===== src/rtl/spi_pkg.sv =====
// Shared constants and FSM state type for the system-clocked SPI subordinate.
package spi_pkg;

    localparam logic [1:0] HDR_K128 = 2'b00;
    localparam logic [1:0] HDR_K192 = 2'b01;
    localparam logic [1:0] HDR_K256 = 2'b10;
    localparam logic [1:0] HDR_RSVD = 2'b11;

    localparam int LEN_K128 = 128;
    localparam int LEN_K192 = 192;
    localparam int LEN_K256 = 256;

    typedef enum logic [2:0] {
        ST_IDLE,
        ST_HDR,
        ST_PAY,
        ST_HOLD,
        ST_ERR
    } state_t;

    // Reserved code maps to 0; the FSM never loads it as a length.
    function automatic int hdr_len(input logic [1:0] code);
        case (code)
            HDR_K128: hdr_len = LEN_K128;
            HDR_K192: hdr_len = LEN_K192;
            HDR_K256: hdr_len = LEN_K256;
            default:  hdr_len = 0;
        endcase
    endfunction

endpackage


===== src/rtl/spi_in_sync.sv =====
// Two-flop synchroniser with a third flop for rise/fall detection of one input.
module spi_in_sync #(
    parameter logic RST_VAL = 1'b0
) (
    input  logic clk,
    input  logic rst_n,
    input  logic i_async,
    output logic o_sync,
    output logic o_rise,
    output logic o_fall
);

    logic r_meta;
    logic r_sync;
    logic r_prev;

    always_ff @(posedge clk or negedge rst_n) begin
        if (!rst_n) begin
            r_meta <= RST_VAL;
            r_sync <= RST_VAL;
            r_prev <= RST_VAL;
        end else begin
            r_meta <= i_async;
            r_sync <= r_meta;
            r_prev <= r_sync;
        end
    end

    assign o_sync = r_sync;
    assign o_rise = r_sync & ~r_prev;
    assign o_fall = ~r_sync & r_prev;

endmodule


===== src/rtl/spi_sub_sync.sv =====
// Oversampled SPI subordinate: header-decoded payload receive with valid/ready
// delivery, MSB-first result transmit, sticky frame-error and overrun flags.
module spi_sub_sync
    import spi_pkg::*;
#(
    parameter int   TX_W    = 128,
    parameter int   PAY_MAX = 256,
    parameter int   HDR_W   = 2,
    parameter logic CPOL    = 1'b0,
    parameter logic CPHA    = 1'b1
) (
    input  logic               clk,
    input  logic               rst_n,
    input  logic               sclk,
    input  logic               cs_n,
    input  logic               sdi,
    output logic               sdo,
    output logic               sdo_oe,
    input  logic [TX_W-1:0]    tx_data,
    input  logic               tx_valid,
    output logic [PAY_MAX-1:0] rx_data,
    output logic [1:0]         rx_mode,
    output logic               rx_valid,
    input  logic               rx_ready,
    output logic               frame_err,
    output logic               overrun,
    input  logic               err_clr
);

    localparam int CNT_W = $clog2(PAY_MAX + 1);
    localparam int TXC_W = $clog2(TX_W + 1);

    logic w_sclk_sync, w_sclk_rise, w_sclk_fall;
    logic w_cs, w_cs_rise, w_cs_fall;
    logic w_sdi, w_sdi_rise, w_sdi_fall;
    logic w_unused_edges;

    spi_in_sync #(.RST_VAL(CPOL)) u_sync_sclk (
        .clk(clk), .rst_n(rst_n), .i_async(sclk),
        .o_sync(w_sclk_sync), .o_rise(w_sclk_rise), .o_fall(w_sclk_fall)
    );

    spi_in_sync #(.RST_VAL(1'b1)) u_sync_cs (
        .clk(clk), .rst_n(rst_n), .i_async(cs_n),
        .o_sync(w_cs), .o_rise(w_cs_rise), .o_fall(w_cs_fall)
    );

    spi_in_sync #(.RST_VAL(1'b0)) u_sync_sdi (
        .clk(clk), .rst_n(rst_n), .i_async(sdi),
        .o_sync(w_sdi), .o_rise(w_sdi_rise), .o_fall(w_sdi_fall)
    );

    assign w_unused_edges = ^{w_sclk_sync, w_cs_rise, w_cs_fall, w_sdi_rise, w_sdi_fall};

    logic w_lead, w_trail, w_sample, w_shift;

    assign w_lead   = CPOL ? w_sclk_fall : w_sclk_rise;
    assign w_trail  = CPOL ? w_sclk_rise : w_sclk_fall;
    assign w_sample = CPHA ? w_trail : w_lead;
    assign w_shift  = CPHA ? w_lead : w_trail;

    state_t r_state, w_state_next;

    logic [PAY_MAX-2:0] r_rx;
    logic [CNT_W-1:0]   r_cnt;
    logic [1:0]         r_mode;
    logic [TX_W-1:0]    r_tx;
    logic [TXC_W-1:0]   r_tx_left;
    logic               r_sdo;
    logic               r_oe;
    logic [PAY_MAX-1:0] r_rx_data;
    logic [1:0]         r_rx_mode;
    logic               r_rx_valid;
    logic               r_ferr;
    logic               r_ovr;

    logic [PAY_MAX-1:0] w_rx_next;
    logic [1:0]         w_hdr_code;
    logic [CNT_W-1:0]   w_len;
    logic [TX_W-1:0]    w_tx_load;
    logic               w_accept;

    assign w_rx_next  = {r_rx, w_sdi};
    assign w_hdr_code = w_rx_next[1:0];
    assign w_len      = CNT_W'(hdr_len(w_hdr_code));
    assign w_tx_load  = tx_valid ? tx_data : '0;
    assign w_accept   = r_rx_valid & rx_ready;

    logic w_start, w_drive, w_hdr_smp, w_hdr_done, w_pay_smp;
    logic w_deliver, w_ovr_set, w_ferr_set, w_quiet, w_frame_end;

    always_ff @(posedge clk or negedge rst_n) begin
        if (!rst_n) r_state <= ST_IDLE;
        else        r_state <= w_state_next;
    end

    always_comb begin
        w_state_next = r_state;
        w_start      = 1'b0;
        w_drive      = 1'b0;
        w_hdr_smp    = 1'b0;
        w_hdr_done   = 1'b0;
        w_pay_smp    = 1'b0;
        w_deliver    = 1'b0;
        w_ovr_set    = 1'b0;
        w_ferr_set   = 1'b0;
        w_quiet      = 1'b0;
        w_frame_end  = 1'b0;
        case (r_state)
            ST_IDLE: begin
                if (!w_cs) begin
                    w_start      = 1'b1;
                    w_state_next = ST_HDR;
                end
            end
            ST_HDR: begin
                if (w_cs) begin
                    w_ferr_set   = 1'b1;
                    w_frame_end  = 1'b1;
                    w_state_next = ST_IDLE;
                end else begin
                    w_drive = w_shift;
                    if (w_sample) begin
                        w_hdr_smp = 1'b1;
                        if (r_cnt == CNT_W'(HDR_W - 1)) begin
                            if (w_hdr_code == HDR_RSVD) begin
                                w_ferr_set   = 1'b1;
                                w_quiet      = 1'b1;
                                w_state_next = ST_ERR;
                            end else begin
                                w_hdr_done   = 1'b1;
                                w_state_next = ST_PAY;
                            end
                        end
                    end
                end
            end
            ST_PAY: begin
                if (w_cs) begin
                    w_ferr_set   = 1'b1;
                    w_frame_end  = 1'b1;
                    w_state_next = ST_IDLE;
                end else begin
                    w_drive = w_shift;
                    if (w_sample) begin
                        w_pay_smp = 1'b1;
                        if (r_cnt == CNT_W'(1)) begin
                            // A same-cycle accept frees the slot, so no overrun.
                            if (!r_rx_valid || w_accept) w_deliver = 1'b1;
                            else                         w_ovr_set = 1'b1;
                            w_quiet      = 1'b1;
                            w_state_next = ST_HOLD;
                        end
                    end
                end
            end
            ST_HOLD, ST_ERR: begin
                if (w_cs) begin
                    w_frame_end  = 1'b1;
                    w_state_next = ST_IDLE;
                end
            end
            default: w_state_next = ST_IDLE;
        endcase
    end

    always_ff @(posedge clk or negedge rst_n) begin
        if (!rst_n) begin
            r_rx       <= '0;
            r_cnt      <= '0;
            r_mode     <= '0;
            r_tx       <= '0;
            r_tx_left  <= '0;
            r_sdo      <= 1'b0;
            r_oe       <= 1'b0;
            r_rx_data  <= '0;
            r_rx_mode  <= '0;
            r_rx_valid <= 1'b0;
            r_ferr     <= 1'b0;
            r_ovr      <= 1'b0;
        end else begin
            if (w_start) begin
                r_cnt <= '0;
                r_oe  <= 1'b1;
                r_rx  <= '0;
                // Leading-edge sampling needs the MSB on the wire before any SCLK edge.
                if (CPHA) begin
                    r_tx      <= w_tx_load;
                    r_tx_left <= TXC_W'(TX_W);
                    r_sdo     <= 1'b0;
                end else begin
                    r_tx      <= {w_tx_load[TX_W-2:0], 1'b0};
                    r_tx_left <= TXC_W'(TX_W - 1);
                    r_sdo     <= w_tx_load[TX_W-1];
                end
            end
            if (w_drive) begin
                if (r_tx_left != '0) begin
                    r_sdo     <= r_tx[TX_W-1];
                    r_tx      <= {r_tx[TX_W-2:0], 1'b0};
                    r_tx_left <= r_tx_left - 1'b1;
                end else begin
                    r_sdo <= 1'b0;
                end
            end
            if (w_hdr_smp) begin
                if (w_hdr_done) begin
                    r_rx   <= '0;
                    r_cnt  <= w_len;
                    r_mode <= w_hdr_code;
                end else begin
                    r_rx  <= w_rx_next[PAY_MAX-2:0];
                    r_cnt <= r_cnt + 1'b1;
                end
            end
            if (w_pay_smp) begin
                r_rx  <= w_rx_next[PAY_MAX-2:0];
                r_cnt <= r_cnt - 1'b1;
            end
            if (w_quiet) r_sdo <= 1'b0;
            if (w_frame_end) begin
                r_oe  <= 1'b0;
                r_sdo <= 1'b0;
                r_cnt <= '0;
            end
            if (w_deliver) begin
                r_rx_data  <= w_rx_next;
                r_rx_mode  <= r_mode;
                r_rx_valid <= 1'b1;
            end else if (w_accept) begin
                r_rx_valid <= 1'b0;
            end
            if (w_ferr_set)   r_ferr <= 1'b1;
            else if (err_clr) r_ferr <= 1'b0;
            if (w_ovr_set)    r_ovr  <= 1'b1;
            else if (err_clr) r_ovr  <= 1'b0;
        end
    end

    assign sdo       = r_sdo;
    assign sdo_oe    = r_oe;
    assign rx_data   = r_rx_data;
    assign rx_mode   = r_rx_mode;
    assign rx_valid  = r_rx_valid;
    assign frame_err = r_ferr;
    assign overrun   = r_ovr;

endmodule


===== config.mk =====
export PLATFORM = sky130hd
export DESIGN_NAME = spi_sub_sync
export DESIGN_NICKNAME = d
export VERILOG_FILES = /design/src/rtl/spi_pkg.sv /design/src/rtl/spi_in_sync.sv /design/src/rtl/spi_sub_sync.sv
export SDC_FILE = /design/constraint.sdc
export NUM_CORES = 1
export LEC_CHECK = 0
export ABC_CLOCK_PERIOD_IN_PS = 2500
export CORE_UTILIZATION = 43
export DETAILED_ROUTE_END_ITERATION = 12
export GPL_TIMING_DRIVEN = 0
export PLACE_DENSITY = 0.69
export SKIP_LAST_GASP = 1
export SYNTH_ARGS = -nofsm -noshare
export SYNTH_HDL_FRONTEND = slang
export SYNTH_SLANG_ARGS = --single-unit

===== constraint.sdc =====
create_clock -name clk -period 2.5 [get_ports clk]
set_input_delay 0.25 -clock clk [delete_from_list [all_inputs] [get_ports clk]]
set_output_delay 0.25 -clock clk [all_outputs]
set_load 0.02 [all_outputs]

==> results.ini <==
[status]
status=finished with violations
violations=design-rule violations, negative hold slack, negative setup slack

[synthesis]
async_flop_share_pct=100.0
synth-seq-cells=675
syn-instance-count=1760
synth.area.top_cells=dfrtp_1 (65%), mux2_1 (8.8%), a22o_1 (8.8%)
synth_top_cell_area_share_pct=65.34
synth-edff-count=0
ys_types=62
yosysWarnings=0
synth_nets=1900
ys_seq_area_share_pct=65.55
syn_area_per_cell_um2=14.64
synthFlopType=dfrtp_1
synth_top_cell_by_area=dfrtp_1
synth_area_um2=25770

[global_route]
overflow=0
grt_max_degree=121
grt_pass1_wl_um=97240
antenna_found_initial=1
grt_pass1_vias=17590
grt_use_total_pct=20.06

[pwr]
max-vdd-ir-drop_uv=590.5
combinationalPowerShare_pct=8.4
switching_share_pct=23.69
power_density_nw_per_um2=726.5
p_clk_share_pct=44.4
pwr-share-seq_pct=47.2
cell_internal_pwr_w=0.01902
p_sw_w=0.005905
power_leakage_nw=16.86

[clock_network]
cts_buffers=72
cts_root_buf=clkbuf_16
path_clk_slew_ns=0.06
worstSkewPairLatency_ns=0.60
cts_tree=yes
htreeDepth=3
clock_path_buffers=3
cts.sinks=675

[drt]
drtPass1Iterations=13
wl_per_cell_um=19.99
via_per_inst=5.540
drt-initial-drc-count=1647
drc=52
wl_um=61850
ant_nets=0
vias=17140

[place]
port_buffers=398
hpwlAfterDp_um=42060
place_area_um2=30870
place_ws_ns=-0.8222
gp_congestion=0.8339
dp_cells=2936

[worst_setup_path]
end_kind=flop
start_kind=flop
arrival_ns=2.98
required_ns=2.97
crit_fanout=10
critPathKind=reg2reg

[floorplanning]
die_x_um=246.8
die-area_um2=60920
coreArea_um2=59130
start_util_pct=43.59
num_io_pins=399
rows=89
die_y_um=246.8

[finish]
layout_commonest_cell=dfrtp_1
stdcell_area_um2=34300
areaGrowthSynthToFinish_pct=33.10
drive_above_1_share_pct=16.29
instances_no_fill=3094
layout_common_cells=dfrtp_1 (672), clkdlybuf4s50_1 (397), a22o_1 (258)
antennaDiodeCount=0
fin_util_pct=58.01
nets=2402
n_fill_cell=4596

[timing]
period_needed_ns=2.507
tightest_slew_ns=0.8055
slew_violations=0
relSlewSlack_pct=46.30
fmax_mhz=398.8
finalHoldViolCount=104
fin_ws_ns=-0.007460
finalSetupViolCount=5
hold_ws_ns=-0.2914
rsz0062_at_grt=true
skew_ns=0.02498
period_share_pct=100.3

[job]
max_cap_violations=0

[worst_hold_path]
worstHoldPathType=in2async

==> cell type report <==
cell class / count / area (µm²) / share of cell area (%)
Sequential cell: 675 / 16900 / 49.25
Multi-Input combinational cell: 807 / 7789 / 22.70
Timing Repair Buffer: 434 / 4599 / 13.41
Clock buffer: 107 / 2206 / 6.430
Buffer: 135 / 1013 / 2.954
Tap cell: 773 / 967.2 / 2.819
Inverter: 137 / 514.2 / 1.499
Clock inverter: 26 / 320.3 / 0.9337
==> synthesized netlist by cell type (all sizes together), types with 3 or more instances <==
master / number
inv: 137
dfrtp: 673
mux2: 258
nor3: 14
nor4: 3
nand3b: 4
nor4b: 4
mux2i: 4
clkbuf: 75
or2: 3
a2111oi: 3
a21oi: 8
a22o: 258
nand3: 5
buf: 66
ha: 4
o32ai: 4
o22ai: 4
o21ai: 11
nand2b: 6
nand2: 19
nor2b: 5
nor2: 28
a222oi: 127
==> registers in the layout, indices dropped and copies added (netlist names) <==
| signal | count |
|---|---|
| overrun | 1 |
| u_sync_sclk.o_sync | 1 |
| sdo_oe | 1 |
| u_sync_sdi.o_sync | 1 |
| rx_data | 256 |
| r_cnt | 9 |
| r_rx | 255 |
| rx_valid | 1 |
| r_tx | 128 |
| u_sync_sclk.r_meta | 1 |
| u_sync_sclk.r_prev | 1 |
| u_sync_cs.r_meta | 1 |
| frame_err | 1 |
| rx_mode | 2 |
| r_mode | 2 |
| r_state | 3 |
| u_sync_cs.o_sync | 1 |
| u_sync_sdi.r_meta | 1 |
| r_tx_left | 8 |
| sdo | 1 |
==> per-layer routing <==
metal	global-route usage [%]	vias up	wire (µm)
met3	6.447	100	5093
li1	-	7613	-
met1	26.60	8918	26830
met5	0	-	14
met2	31.72	509	28530
met4	5.283	2	1377
==> cells by family (layout without fill, tap and decap cells) <==
| group | after synthesis | after routing | synth area share (%) |
|---|---|---|---|
| AOI/OAI and AO/OA | 434 | 434 | 15.10 |
| xor gates and xnor gates | 3 | 3 | 0.1020 |
| adders and majority gates | 4 | 4 | 0.1942 |
| buffers and inverters | 278 | 839 | 5.423 |
| DFF | 675 | 675 | 65.55 |
| muxes | 262 | 262 | 11.43 |
| and+or+nand+nor | 104 | 104 | 2.204 |
==> metrics by stage <==
stage / setup TNS [ns] / power, W
2_1_floorplan: 0 / 0.01305
3_3_place_gp: - / 0.01384
3_5_place_dp: -310.08 / 0.01395
4_1_cts: -2.865 / 0.02517
5_1_grt: -12.92 / 0.02594
6_report: -0.01357 / 0.02492
==> power by group through the flow <==
stage                     clock network, W  logic, W  registers (W)
final                               0.0111   0.00209         0.0118
after global routing                0.0118   0.00233         0.0118
after CTS                           0.0113   0.00211         0.0117
after detailed placement                 0   0.00202         0.0119
after global placement                   0   0.00189         0.0119
after floorplan                          0   0.00121         0.0118
==> worst paths after layout <==
path | start | cells after the start | slack, ns | end
worst max register to register | r_cnt[1]$_DFFE_PN0P_ | 10 | -0.007 | rx_data[211]$_DFFE_PN0P_
min in group clk | cs_n | 1 | 0.10 | u_sync_cs.r_meta$_DFF_PN1_
worst max-delay path | r_cnt[1]$_DFFE_PN0P_ | 10 | -0.007 | rx_data[211]$_DFFE_PN0P_
max in group asynchronous | rst_n | 4 | 0.67 | r_rx[63]$_DFFE_PN0P_
worst min register to register | u_sync_cs.r_meta$_DFF_PN1_ | 0 | 0.36 | u_sync_cs.o_sync$_DFF_PN1_
worst min-delay path | rst_n | 1 | -0.29 | rx_data[224]$_DFFE_PN0P_
==> worst max-delay path, cell delays in order (launching register included) <==
cell     delay (ns)
dfrtp_1        0.39
inv_2          0.08
ha_4           0.11
or4b_4         0.48
nor3_4         0.18
and4_1         0.24
buf_8          0.14
buf_12         0.13
buf_16         0.15
buf_8          0.14
mux2_1         0.34
==> repair_timing <==
item	4_1_cts	5_1_grt
setup endpoints to repair	657	619
cloned	2	9
pin swaps	6	5
gates resized for setup	43	128
hold endpoints to repair	104	104
setup buffers	14	7
No activity file was read; power rests on OpenSTA's default activity.
